**config.mk**
```make
export PLATFORM = sky130hd
export DESIGN_NAME = ps2_frame_receiver_flat
export DESIGN_NICKNAME = d
export VERILOG_FILES = /design/src/rtl/ps2_frame_receiver_pkg.sv /design/src/rtl/ps2_frame_receiver_if.sv /design/src/rtl/ps2_frame_receiver_line_filter.sv /design/src/rtl/ps2_frame_receiver.sv /design/src/flat_wrapper.sv
export SDC_FILE = /design/constraint.sdc
export NUM_CORES = 1
export LEC_CHECK = 0
export ABC_CLOCK_PERIOD_IN_PS = 5700
export CAP_MARGIN = 20
export CORE_AREA = 4 4 81 83
export CTS_CLUSTER_SIZE = 10
export DETAILED_ROUTE_END_ITERATION = 8
export DIE_AREA = 0 0 85 87
export PLACE_DENSITY = 0.8
export SLEW_MARGIN = 20
export SYNTH_ARGS = -nofsm -noshare
export SYNTH_HDL_FRONTEND = slang
export SYNTH_SLANG_ARGS = --single-unit
```
**constraint.sdc**
```tcl
create_clock -name clk -period 5.7 [get_ports clk]
set_input_delay 1.14 -clock clk [delete_from_list [all_inputs] [get_ports clk]]
set_output_delay 1.14 -clock clk [all_outputs]
set_load 0.005 [all_outputs]
```
**src/rtl/ps2_frame_receiver_pkg.sv**
```systemverilog
// Shared constants, FSM encoding and a prefix-byte helper for the PS/2 receive path.
package ps2_pkg;
   localparam logic [7:0]  PS2_BREAK     = 8'hF0;
   localparam logic [7:0]  PS2_EXT       = 8'hE0;
   localparam int unsigned PS2_DATA_BITS = 8;

   typedef enum logic [1:0] {
      IDLE   = 2'd0,
      DATA   = 2'd1,
      PARITY = 2'd2,
      STOP   = 2'd3
   } ps2_state_e;

   function automatic logic is_prefix(input logic [7:0] b);
      return (b == PS2_BREAK) || (b == PS2_EXT);
   endfunction
endpackage

```
**src/rtl/ps2_frame_receiver_if.sv**
```systemverilog
// PS/2 pins plus decoded keycode outputs; master is the device/pin side, slave the receiver.
interface ps2_frame_receiver_if;
   logic        kclk;
   logic        kdata;
   logic [15:0] keycode;
   logic        oflag;
   logic        frame_err;

   modport master (output kclk, output kdata, input keycode, input oflag, input frame_err);
   modport slave  (input kclk, input kdata, output keycode, output oflag, output frame_err);
endinterface

```
**src/rtl/ps2_frame_receiver_line_filter.sv**
```systemverilog
// Two-flop synchronizer followed by a glitch filter; the output follows the line only
// after FILT_LEN consecutive equal samples. Idles high out of reset like a PS/2 line.
module ps2_line_filter #(
   parameter int unsigned FILT_LEN = 8
) (
   input  logic clk,
   input  logic rst_n,
   input  logic raw,
   output logic filt
);
   localparam int unsigned CW = $clog2(FILT_LEN + 1);

   logic [1:0]    sync;
   logic [CW-1:0] cnt;

   always_ff @(posedge clk or negedge rst_n) begin
      if (!rst_n) begin
         sync <= 2'b11;
         cnt  <= '0;
         filt <= 1'b1;
      end else begin
         sync <= {sync[0], raw};
         if (sync[1] == filt) begin
            cnt <= '0;
         end else if (cnt == CW'(FILT_LEN - 1)) begin
            filt <= sync[1];
            cnt  <= '0;
         end else begin
            cnt <= cnt + CW'(1);
         end
      end
   end
endmodule

```
**src/rtl/ps2_frame_receiver.sv**
```systemverilog
// Decodes 11-bit PS/2 device-to-host frames into a rolling 16-bit keycode.
// Result appears the cycle after the stop-bit edge; stalled frames are dropped by a watchdog.
module ps2_frame_receiver
   import ps2_pkg::*;
#(
   parameter int unsigned FILT_LEN       = 8,
   parameter int unsigned TIMEOUT_CYCLES = 100000
) (
   input  logic                 clk,
   input  logic                 rst_n,
   ps2_frame_receiver_if.slave  ps2
);
   localparam logic [1:0] S_IDLE   = IDLE;
   localparam logic [1:0] S_DATA   = DATA;
   localparam logic [1:0] S_PARITY = PARITY;
   localparam logic [1:0] S_STOP   = STOP;
   localparam int unsigned WW      = $clog2(TIMEOUT_CYCLES + 1);

   logic          kclk_f;
   logic          kdata_f;
   logic          kclk_q;
   logic          kclk_fall;
   logic [1:0]    state;
   logic [3:0]    bit_cnt;
   logic [7:0]    shreg;
   logic          par_bit;
   logic [WW-1:0] wdog;
   logic [15:0]   keycode_q;
   logic          oflag_q;
   logic          err_q;
   logic          frame_ok;

   ps2_line_filter #(.FILT_LEN(FILT_LEN)) u_kclk_filt (
      .clk   (clk),
      .rst_n (rst_n),
      .raw   (ps2.kclk),
      .filt  (kclk_f)
   );

   ps2_line_filter #(.FILT_LEN(FILT_LEN)) u_kdata_filt (
      .clk   (clk),
      .rst_n (rst_n),
      .raw   (ps2.kdata),
      .filt  (kdata_f)
   );

   // Odd parity over data plus parity bit, and the stop bit must be high.
   assign frame_ok = (^{shreg, par_bit}) & kdata_f;

   always_ff @(posedge clk or negedge rst_n) begin
      if (!rst_n) begin
         kclk_q    <= 1'b1;
         kclk_fall <= 1'b0;
         state     <= S_IDLE;
         bit_cnt   <= '0;
         shreg     <= '0;
         par_bit   <= 1'b0;
         wdog      <= '0;
         keycode_q <= '0;
         oflag_q   <= 1'b0;
         err_q     <= 1'b0;
      end else begin
         kclk_q    <= kclk_f;
         kclk_fall <= kclk_q & ~kclk_f;
         oflag_q   <= 1'b0;
         err_q     <= 1'b0;
         if (kclk_fall) begin
            wdog <= '0;
            case (state)
               S_IDLE: begin
                  if (!kdata_f) begin
                     state   <= S_DATA;
                     bit_cnt <= '0;
                  end
               end
               S_DATA: begin
                  shreg   <= {kdata_f, shreg[7:1]};
                  bit_cnt <= bit_cnt + 4'd1;
                  if (bit_cnt == 4'(PS2_DATA_BITS - 1)) state <= S_PARITY;
               end
               S_PARITY: begin
                  par_bit <= kdata_f;
                  state   <= S_STOP;
               end
               default: begin
                  state   <= S_IDLE;
                  bit_cnt <= '0;
                  if (frame_ok) begin
                     keycode_q <= {keycode_q[7:0], shreg};
                     oflag_q   <= ~is_prefix(shreg);
                  end else begin
                     err_q <= 1'b1;
                  end
               end
            endcase
         end else if (state != S_IDLE) begin
            if (wdog == WW'(TIMEOUT_CYCLES - 1)) begin
               state   <= S_IDLE;
               bit_cnt <= '0;
               wdog    <= '0;
               err_q   <= 1'b1;
            end else begin
               wdog <= wdog + WW'(1);
            end
         end else begin
            wdog <= '0;
         end
      end
   end

   assign ps2.keycode   = keycode_q;
   assign ps2.oflag     = oflag_q;
   assign ps2.frame_err = err_q;
endmodule

```
**src/flat_wrapper.sv**
```systemverilog
// flat-port wrapper written by rule: the top's interface ports become plain ports
module ps2_frame_receiver_flat import ps2_pkg::*;
#(
   parameter int unsigned FILT_LEN       = 8,
   parameter int unsigned TIMEOUT_CYCLES = 100000
)
  (clk, rst_n, ps2_kclk, ps2_kdata, ps2_keycode, ps2_oflag, ps2_frame_err);
  ps2_frame_receiver_if ps2_i ();
  input  logic clk;
  input  logic rst_n;
  input wire logic [$bits(ps2_i.kclk)-1:0] ps2_kclk;
  input wire logic [$bits(ps2_i.kdata)-1:0] ps2_kdata;
  output wire logic [$bits(ps2_i.keycode)-1:0] ps2_keycode;
  output wire logic [$bits(ps2_i.oflag)-1:0] ps2_oflag;
  output wire logic [$bits(ps2_i.frame_err)-1:0] ps2_frame_err;
  assign ps2_i.kclk = ps2_kclk;
  assign ps2_i.kdata = ps2_kdata;
  assign ps2_keycode = ps2_i.keycode;
  assign ps2_oflag = ps2_i.oflag;
  assign ps2_frame_err = ps2_i.frame_err;
  ps2_frame_receiver #(.FILT_LEN(FILT_LEN), .TIMEOUT_CYCLES(TIMEOUT_CYCLES)) u_core (.clk(clk), .rst_n(rst_n), .ps2(ps2_i));
endmodule
```
Word level (Yosys, flattened, before mapping)

Index checks and enable logic that the tools add are counted.

Bits in registers: 66
Word-level logic and storage cells: 80

$add $sub $neg: 4
Equal/unequal tests: 13
Mux-type cells: 26
Bitwise logic cells: 7
Reduce and logical (&&, ||, !) cells: 14

Operators with widths:

| cell                    | count |
|---|---|
| $mux W17                | 3 |
| $mux W4                 | 8 |
| $add A17 B1 Y17 const B | 1 |
| $eq A17 B17 Y1 const B  | 1 |
| $eq A8 B8 Y1 const B    | 2 |
| $add A4 B1 Y4 const B   | 3 |
| $eq A4 B3 Y1 const B    | 3 |
| $pmux W4 S3             | 1 |
| $mux W2                 | 5 |
| $reduce_xor A9 Y1       | 1 |
| $mux W1                 | 8 |
| $reduce_and A2 Y1       | 4 |
| $reduce_and A4 Y1       | 2 |
| $ne A3 B3 Y1 const B    | 2 |
| $pmux W2 S3             | 1 |
| $reduce_bool A2 Y1      | 3 |
| $not A1 Y1              | 5 |
| $reduce_and A3 Y1       | 1 |
| $reduce_or A3 Y1        | 1 |
| $and A1 B1 Y1           | 2 |
| $eq A1 B1 Y1            | 2 |
| $eq A2 B1 Y1 const B    | 1 |
| $eq A2 B2 Y1 const B    | 1 |
| $logic_not A2 Y1        | 1 |
| other kinds (2)         | 2 |

Depth between registers and ports, before layout

Gate-level depths: netlist of run 1.

Depth after elaboration: 6
Mapped depth: 7

By module

From an unflattened synthesis of run 1, not the netlist that was laid out.

Cells, all modules: 234
Area, all modules: 2,972.9 um^2

By module, submodules not included:

| module             | times used | cells an instance | area an instance (um^2) |
|---|---|---|---|
| ps2_frame_receiver | 1          | 196               | 2,394.8 |
| ps2_line_filter    | 2          | 19                | 289.0 |

Worst setup path before layout of run 1

OpenSTA, ideal clock, no wires.

Path kind: reg-to-reg
Start point: register u_core.shreg[1]
End point: register u_core.keycode_q[10], in the netlist u_core.ps2.keycode[10]
Arrival: 1.876 ns
Required time: 5.575 ns
Setup slack: 3.699 ns
Stages on the path, launching flop included: 7
Buffers on the path: 1
Period minus slack after synthesis: 2.001 ns
Path through: dfrtp_1 xnor2_1 xnor3_1 xnor2_2 nand4_4 buf_6 mux2_4

Word-level cells in the longest chain between the ends: 3

RTL lines:

| item                               | RTL line                 | source |
|---|---|---|
| start, declared                    | ps2_frame_receiver.sv:25 | `logic [7:0] shreg;` |
| start signal, assigned             | ps2_frame_receiver.sv:77 | `shreg <= {kdata_f, shreg[7:1]};` |
| $reduce_xor A9 Y1                  | ps2_frame_receiver.sv:48 | `assign frame_ok = (^{shreg, par_bit}) & kdata_f;` |
| $and A1 B1 Y1                      | ps2_frame_receiver.sv:48 |  |
| $reduce_and A3 Y1 (no source line) | -                        |  |
| end signal, assigned               | ps2_frame_receiver.sv:89 | `keycode_q <= {keycode_q[7:0], shreg};` |
| end, declared                      | ps2_frame_receiver.sv:28 | `logic [15:0] keycode_q;` |

No other way between the ends.
A chain may end at the register's enable or synchronous reset.

Final worst setup path of run 1

Start point: register u_core.keycode_q[7], in the netlist u_core.ps2.keycode[7]
End point: output port ps2_keycode[7]

RTL lines:

| item          | RTL line           | source |
|---|---|---|
| end, declared | flat_wrapper.sv:13 | `output wire logic [$bits(ps2_i.keycode)-1:0] ps2_keycode;` |

No word-level cell between the ends.

==> flow_summary.ini, run 1 <==
[sta]
setup_viol = 0
finalWorstSetupSlack_ns = 3.32
setup_tns_ns = 0
maxSlewHeadroom_pct = 31.0
clock_skew_ns = 0.00924
worst_slew_pin_slew_ns = 1.03
rsz0062_at_grt = no
whs_ns = 0.357
fin_crit_ns = 2.38
drv_slew = 0
post-route-period-util_pct = 41.8
max_freq_mhz = 420
hold_viol = 0

[critical_path]
critPathLaunchType = flop
required_ns = 4.56
cp_max_fo = 3
critical_path.max_stage_delay_ns = 0.52
crit_path_end_kind = primary output
path_class = reg -> out
r2r-start = u_core.shreg[1]
worstSetupStartpoint = u_core.ps2.keycode[7]
slowest_stage = clkdlybuf4s50_1
crit_family = buffers and inverters
path_cells = clkdlybuf4s50_1
worst-path-buf-inv = 1
cp.arrival_ns = 1.24
r2r_setup_slack_ns = 3.47

[clock_network]
cts_tree = yes
postCtsHoldBufs = 0
path_clk_slew_ns = 0.07
cts_buffer_depth = 2
cts_resized = 0
insertion_delay_ns = 0.33
numCtsBuffers = 9
h-tree-depth = 3
cts-root-buf = clkbuf_8
cts_setup_buffers = 0
cts.sinks = 66

[pwr]
cellLeakagePower_nw = 1.60
peakVddDrop_uv = 156
power_density_mw_per_mm2 = 319
finalPower_mw = 1.09

[floorplan]
fp.dieH_um = 87
die_w_um = 85
start_util_pct = 50.0
row_count = 28
core_area_mm2 = 0.00585
ios = 22
die_area_mm2 = 0.00740

[layout]
area_delta_synth_final_pct = 16.6
fin_nets = 274
stdcell_count = 342
antennaDiodeCount = 0
drive_gt1_share_pct = 21.7

[global_route]
antenna_found_initial = 0
grt_usage_pct = 14.5
grt_pass1_wl_um = 8510
grt_pass1_vias = 1855
grt_max_degree = 67
grt.overflow.total = 0

[place]
place_inst = 326
io_buffers = 21
post-place-ws_ns = 3.47
place_congestion = 0.775
post-dp-hpwl_um = 3420

[drt]
antenna_left = 0
vias = 1820
drtPass1Iterations = 4
wl_um = 4890
wl_per_cell_um = 14.3
via_per_inst = 5.32
drc = 0
first_iter_violations = 69

[status]
status = finished, final reports clean

[logic_synthesis]
netlist_instances = 234
ys_async_sr_fraction_pct = 100
syn_avg_cell_area_um2 = 12.5
synth.net_count = 246
synth_ff_type = dfrtp_1
yosysUniqueCellTypes = 37
synth_edf_count = 0
synth_seq_area_share_pct = 56.7
yosys_register_bits = 66
syn_area_mm2 = 0.00293
synth-warning-count = 0

[run]
cap_violations = 0

[hold_path]
min_path_type = reg -> reg
hp-start = u_core.u_kdata_filt.sync[0]
## cell type report
cell class / instances / area (um2)
fill: 449 / 2440
sequential: 66 / 1660
multi-input combinational: 159 / 1220
timing repair buffer: 22 / 213
clock buffer: 12 / 155
tap: 75 / 93.8
clock inverter: 4 / 50.0
inverter: 4 / 15.0
## cells by family after synthesis
kind of cell / synth area share, %
DFF: 56.7
adders and majority gates: 3.42
buffers and inverters: 1.41
AOI/OAI and AO/OA: 3.08
and+or+nand+nor: 14.5
xor gates and xnor gates: 7.91
muxes: 13.0
## cells in the mapped netlist, drive strengths merged, types with 2 or more instances
master / instances / area (um2)
clkbuf: 4 / 15.0
nand4: 6 / 52.6
ha: 8 / 100
nand3: 10 / 50.1
xnor2: 13 / 121
and3: 5 / 31.3
or3: 2 / 12.5
inv: 4 / 15.0
mux2: 29 / 360
xor2: 10 / 87.6
dfstp: 7 / 184
nor3: 10 / 50.1
dfrtp: 59 / 1480
mux2i: 2 / 20.0
nor2b: 3 / 18.8
a21oi: 5 / 25.0
o21ai: 3 / 15.0
nor4: 3 / 18.8
nand2: 13 / 48.8
nor2: 24 / 90.1
a21o: 2 / 15.0
## path summary, 6_finish.rpt
check                      depth (start not counted)                          end
hold reg to reg                                    0  u_core.u_kdata_filt.sync[1]
setup / recovery                                   1               ps2_keycode[7]
hold / removal                                     0  u_core.u_kdata_filt.sync[1]
max in group asynchronous                          2            u_core.bit_cnt[0]
min in group asynchronous                          2   u_core.u_kdata_filt.cnt[2]
setup reg to reg                                   5        u_core.ps2.keycode[9]
## layer usage
layer	part of all wire (%)	up-vias	GRT usage [%]	wire length, um
met4	1.2	0	7.34	61
li1	-	875	-	-
met5	0	-	0	0
met3	3.0	6	3.12	146
met1	45	900	17.5	2220
met2	50	39	24.6	2460
## cells in the final DEF (no fill, tap or decap), types with 4 or more instances in the layout
cell,synthesis,routed
mux2_4,9,9
nand3_1,10,10
nor2_1,24,24
inv_1,4,4
nand2_1,13,13
xnor2_1,12,12
dfrtp_1,59,59
clkdlybuf4s50_1,0,20
dfstp_2,7,7
mux2_2,20,20
nor3_1,10,10
a21oi_1,5,5
ha_1,8,8
and3_1,5,5
nand4_1,5,5
xor2_1,10,10
clkbuf_8,0,11
## registers in the layout, summed over array words and instances (netlist names), 2 cells and up
signal / count
u_core.u_kdata_filt.sync: 2
u_core.wdog: 17
u_core.u_kdata_filt.cnt: 4
u_core.state: 2
u_core.bit_cnt: 4
u_core.u_kclk_filt.sync: 2
u_core.shreg: 8
u_core.u_kclk_filt.cnt: 4
u_core.ps2.keycode: 16
## power breakdown
part / internal, mW / total (mW) / leakage [nW] / switching [mW]
sequential: 0.513 / 0.559 / 0.892 / 0.0458
clock: 0.225 / 0.398 / 0.0986 / 0.173
combinational: 0.0542 / 0.131 / 0.614 / 0.0766
total: 0.793 / 1.09 / 1.60 / 0.295
## worst register-to-register path, stage by stage (launching register included)
cell and delay (ns):
dfrtp_1 0.42, xnor2_1 0.19, xnor3_1 0.45, xnor2_2 0.25, nand4_4 0.36, mux2_4 0.43
## metrics by stage
stage	cell area [um2]	util (%)
floorplan	2930	-
global placement	3210	54.8
detailed placement	3210	54.8
CTS	3410	58.3
global route	3410	58.3
finish	3410	58.3
(Power assumes the default switching activity.)
==> run 2, diff against run 1 <==
--- a/config.mk
+++ b/config.mk
@@ -5,7 +5,7 @@
 export SDC_FILE = /design/constraint.sdc
 export NUM_CORES = 1
 export LEC_CHECK = 0
-export ABC_CLOCK_PERIOD_IN_PS = 5700
+export ABC_CLOCK_PERIOD_IN_PS = 2250
 export CAP_MARGIN = 20
 export CORE_AREA = 4 4 81 83
 export CTS_CLUSTER_SIZE = 10
==> constraint.sdc (replaced) <==
create_clock -name clk -period 2.25 [get_ports clk]
set_input_delay 0.45 -clock clk [delete_from_list [all_inputs] [get_ports clk]]
set_output_delay 0.45 -clock clk [all_outputs]
set_load 0.005 [all_outputs]
==> run 2 against run 1 <==
Routed wire length decreased by 4.9%. Clock skew about the same. Sequential cell count unchanged. Largest power group unchanged.
==> flow_summary.ini, run 2 (synthesized netlist as in run 1, its figures left out) <==
[drt]
wl_per_cell_um = 13.4
drc = 0
wl_um = 4650
via_per_inst = 5.14
antenna_left = 0
drtPass1Iterations = 4
vias = 1783
first_iter_violations = 41

[sta]
max_freq_mhz = 495
clock_skew_ns = 0.00903
whs_ns = 0.0622
worst_slew_pin_slew_ns = 0.533
maxSlewHeadroom_pct = 64.2
post-route-period-util_pct = 89.8
setup_viol = 0
rsz0062_at_grt = no
finalWorstSetupSlack_ns = 0.230
hold_viol = 0
fin_crit_ns = 2.02
setup_tns_ns = 0
drv_slew = 0

[floorplan]
fp.dieH_um = 87
start_util_pct = 50.0
ios = 22
die_w_um = 85
core_area_mm2 = 0.00585
row_count = 28
die_area_mm2 = 0.00740

[clock_network]
cts_setup_buffers = 0
cts_resized = 0
cts-root-buf = clkbuf_8
insertion_delay_ns = 0.33
h-tree-depth = 3
cts.sinks = 66
cts_tree = yes
cts_buffer_depth = 2
postCtsHoldBufs = 0
path_clk_slew_ns = 0.07
numCtsBuffers = 9

[critical_path]
cp.depth = 6
slowest_stage = dfrtp_1
worst_r2r_path_depth = 6
worstSetupStartpoint = u_core.shreg[5]
cp.arrival_ns = 2.24
r2r-start = u_core.shreg[5]
path_class = reg -> reg
critical_path.max_stage_delay_ns = 0.43
r2r_setup_slack_ns = 0.23
critPathLaunchType = flop
path_cells = xnor2_1, xnor3_1, xnor2_2, nand4_4, buf_12, mux2_4
cp_max_fo = 17
crit_path_end_kind = flop
required_ns = 2.47
crit_family = XOR/XNOR gates
worst-path-buf-inv = 1

[pwr]
seq_power_share_pct = 53.1
power_frac_comb_pct = 13.9
power_density_mw_per_mm2 = 767
switchingPower_uw = 713
peakVddDrop_uv = 398
p_sw_share_pct = 27.1
intPower_mw = 1.92
clkPwrFrac_pct = 33.0
cellLeakagePower_nw = 1.62

[layout]
layout_commonest_cell = dfrtp_1
antennaDiodeCount = 0
largest_reg_flops = 17
drive_gt1_share_pct = 22.4
multi_input_area_mm2 = 0.00122
fill_cells = 464
fin_nets = 279
area_delta_synth_final_pct = 17.3
utilization_pct = 58.7
final_cell_mix = 59 x dfrtp_1, 24 x nor2_1, 20 x mux2_2, 20 x clkdlybuf4s50_1, 13 x nand2_1
regMostFlops = u_core.wdog
regArea_mm2 = 0.00166

[global_route]
antenna_found_initial = 0
grt_max_degree = 26
grt_pass1_wl_um = 8520
grt_pass1_vias = 1870
grt.overflow.total = 0
grt_usage_pct = 14.6

[place]
post-dp-hpwl_um = 3330
io_buffers = 21
post-place-ws_ns = 0.218
place_congestion = 0.766

[status]
status = finished, final reports clean

[hold_path]
min_path_type = in -> async

[run]
cap_violations = 0
run 2: cell types whose count changed in the layout (fill, tap and decap cells not counted):
cell and change:
buf_12 +1, buf_4 +4, clkbuf_1 +2, clkinvlp_4 -1
bufinv_16 -1
run 2: routing by layer:
layer | wire length, um | track usage, %
met1 | 2170 | 18.0
met3 | 147 | 3.50
met4 | 76 | 6.91
met2 | 2260 | 24.2
met5 | 0 | 0
run 2: worst paths after layout:
| check | end |
|---|---|
| setup / recovery | u_core.ps2.keycode[15] |
| hold / removal | u_core.shreg[0] |
| hold reg to reg | u_core.u_kclk_filt.sync[1] |
| min in group clk | u_core.u_kclk_filt.sync[1] |
| max in group asynchronous | u_core.u_kclk_filt.filt |
| setup reg to reg | u_core.ps2.keycode[15] |
run 2: power by group through the flow:
stage | clock network [mW] | registers (mW) | logic, mW
detailed placement | 0 | 1.42 | 0.368
global route | 0.968 | 1.42 | 0.428
global placement | 0 | 1.42 | 0.362
floorplan | 0 | 1.38 | 0.290
finish | 0.869 | 1.40 | 0.367
CTS | 0.897 | 1.40 | 0.372
run 2: layout make-up:
class / count / share of cell area (%)
timing repair buffer: 27 / 7.66
clock buffer: 14 / 4.74
inverter: 4 / 0.437
tap: 75 / 2.73
multi-input combinational: 159 / 35.7
sequential: 66 / 48.4
clock inverter: 2 / 0.365
run 2: through the flow:
| step | cells | instance area, um2 | power (mW) |
|---|---|---|---|
| 2_1_floorplan | 234 | 2930 | 1.67 |
| 3_3_place_gp | 331 | 3260 | 1.78 |
| 3_5_place_dp | 331 | 3260 | 1.79 |
| 4_1_cts | 347 | 3430 | 2.67 |
| 5_1_grt | 347 | 3430 | 2.81 |
| 6_report | 347 | 3430 | 2.63 |
run 2: worst register-to-register path, delay by kind of cell, from the launching register on:
family	cells	cell delay [ns]
muxes	1	0.31
xor gates and xnor gates	3	0.87
DFF	1	0.43
buffers and inverters	1	0.18
and+or+nand+nor	1	0.13
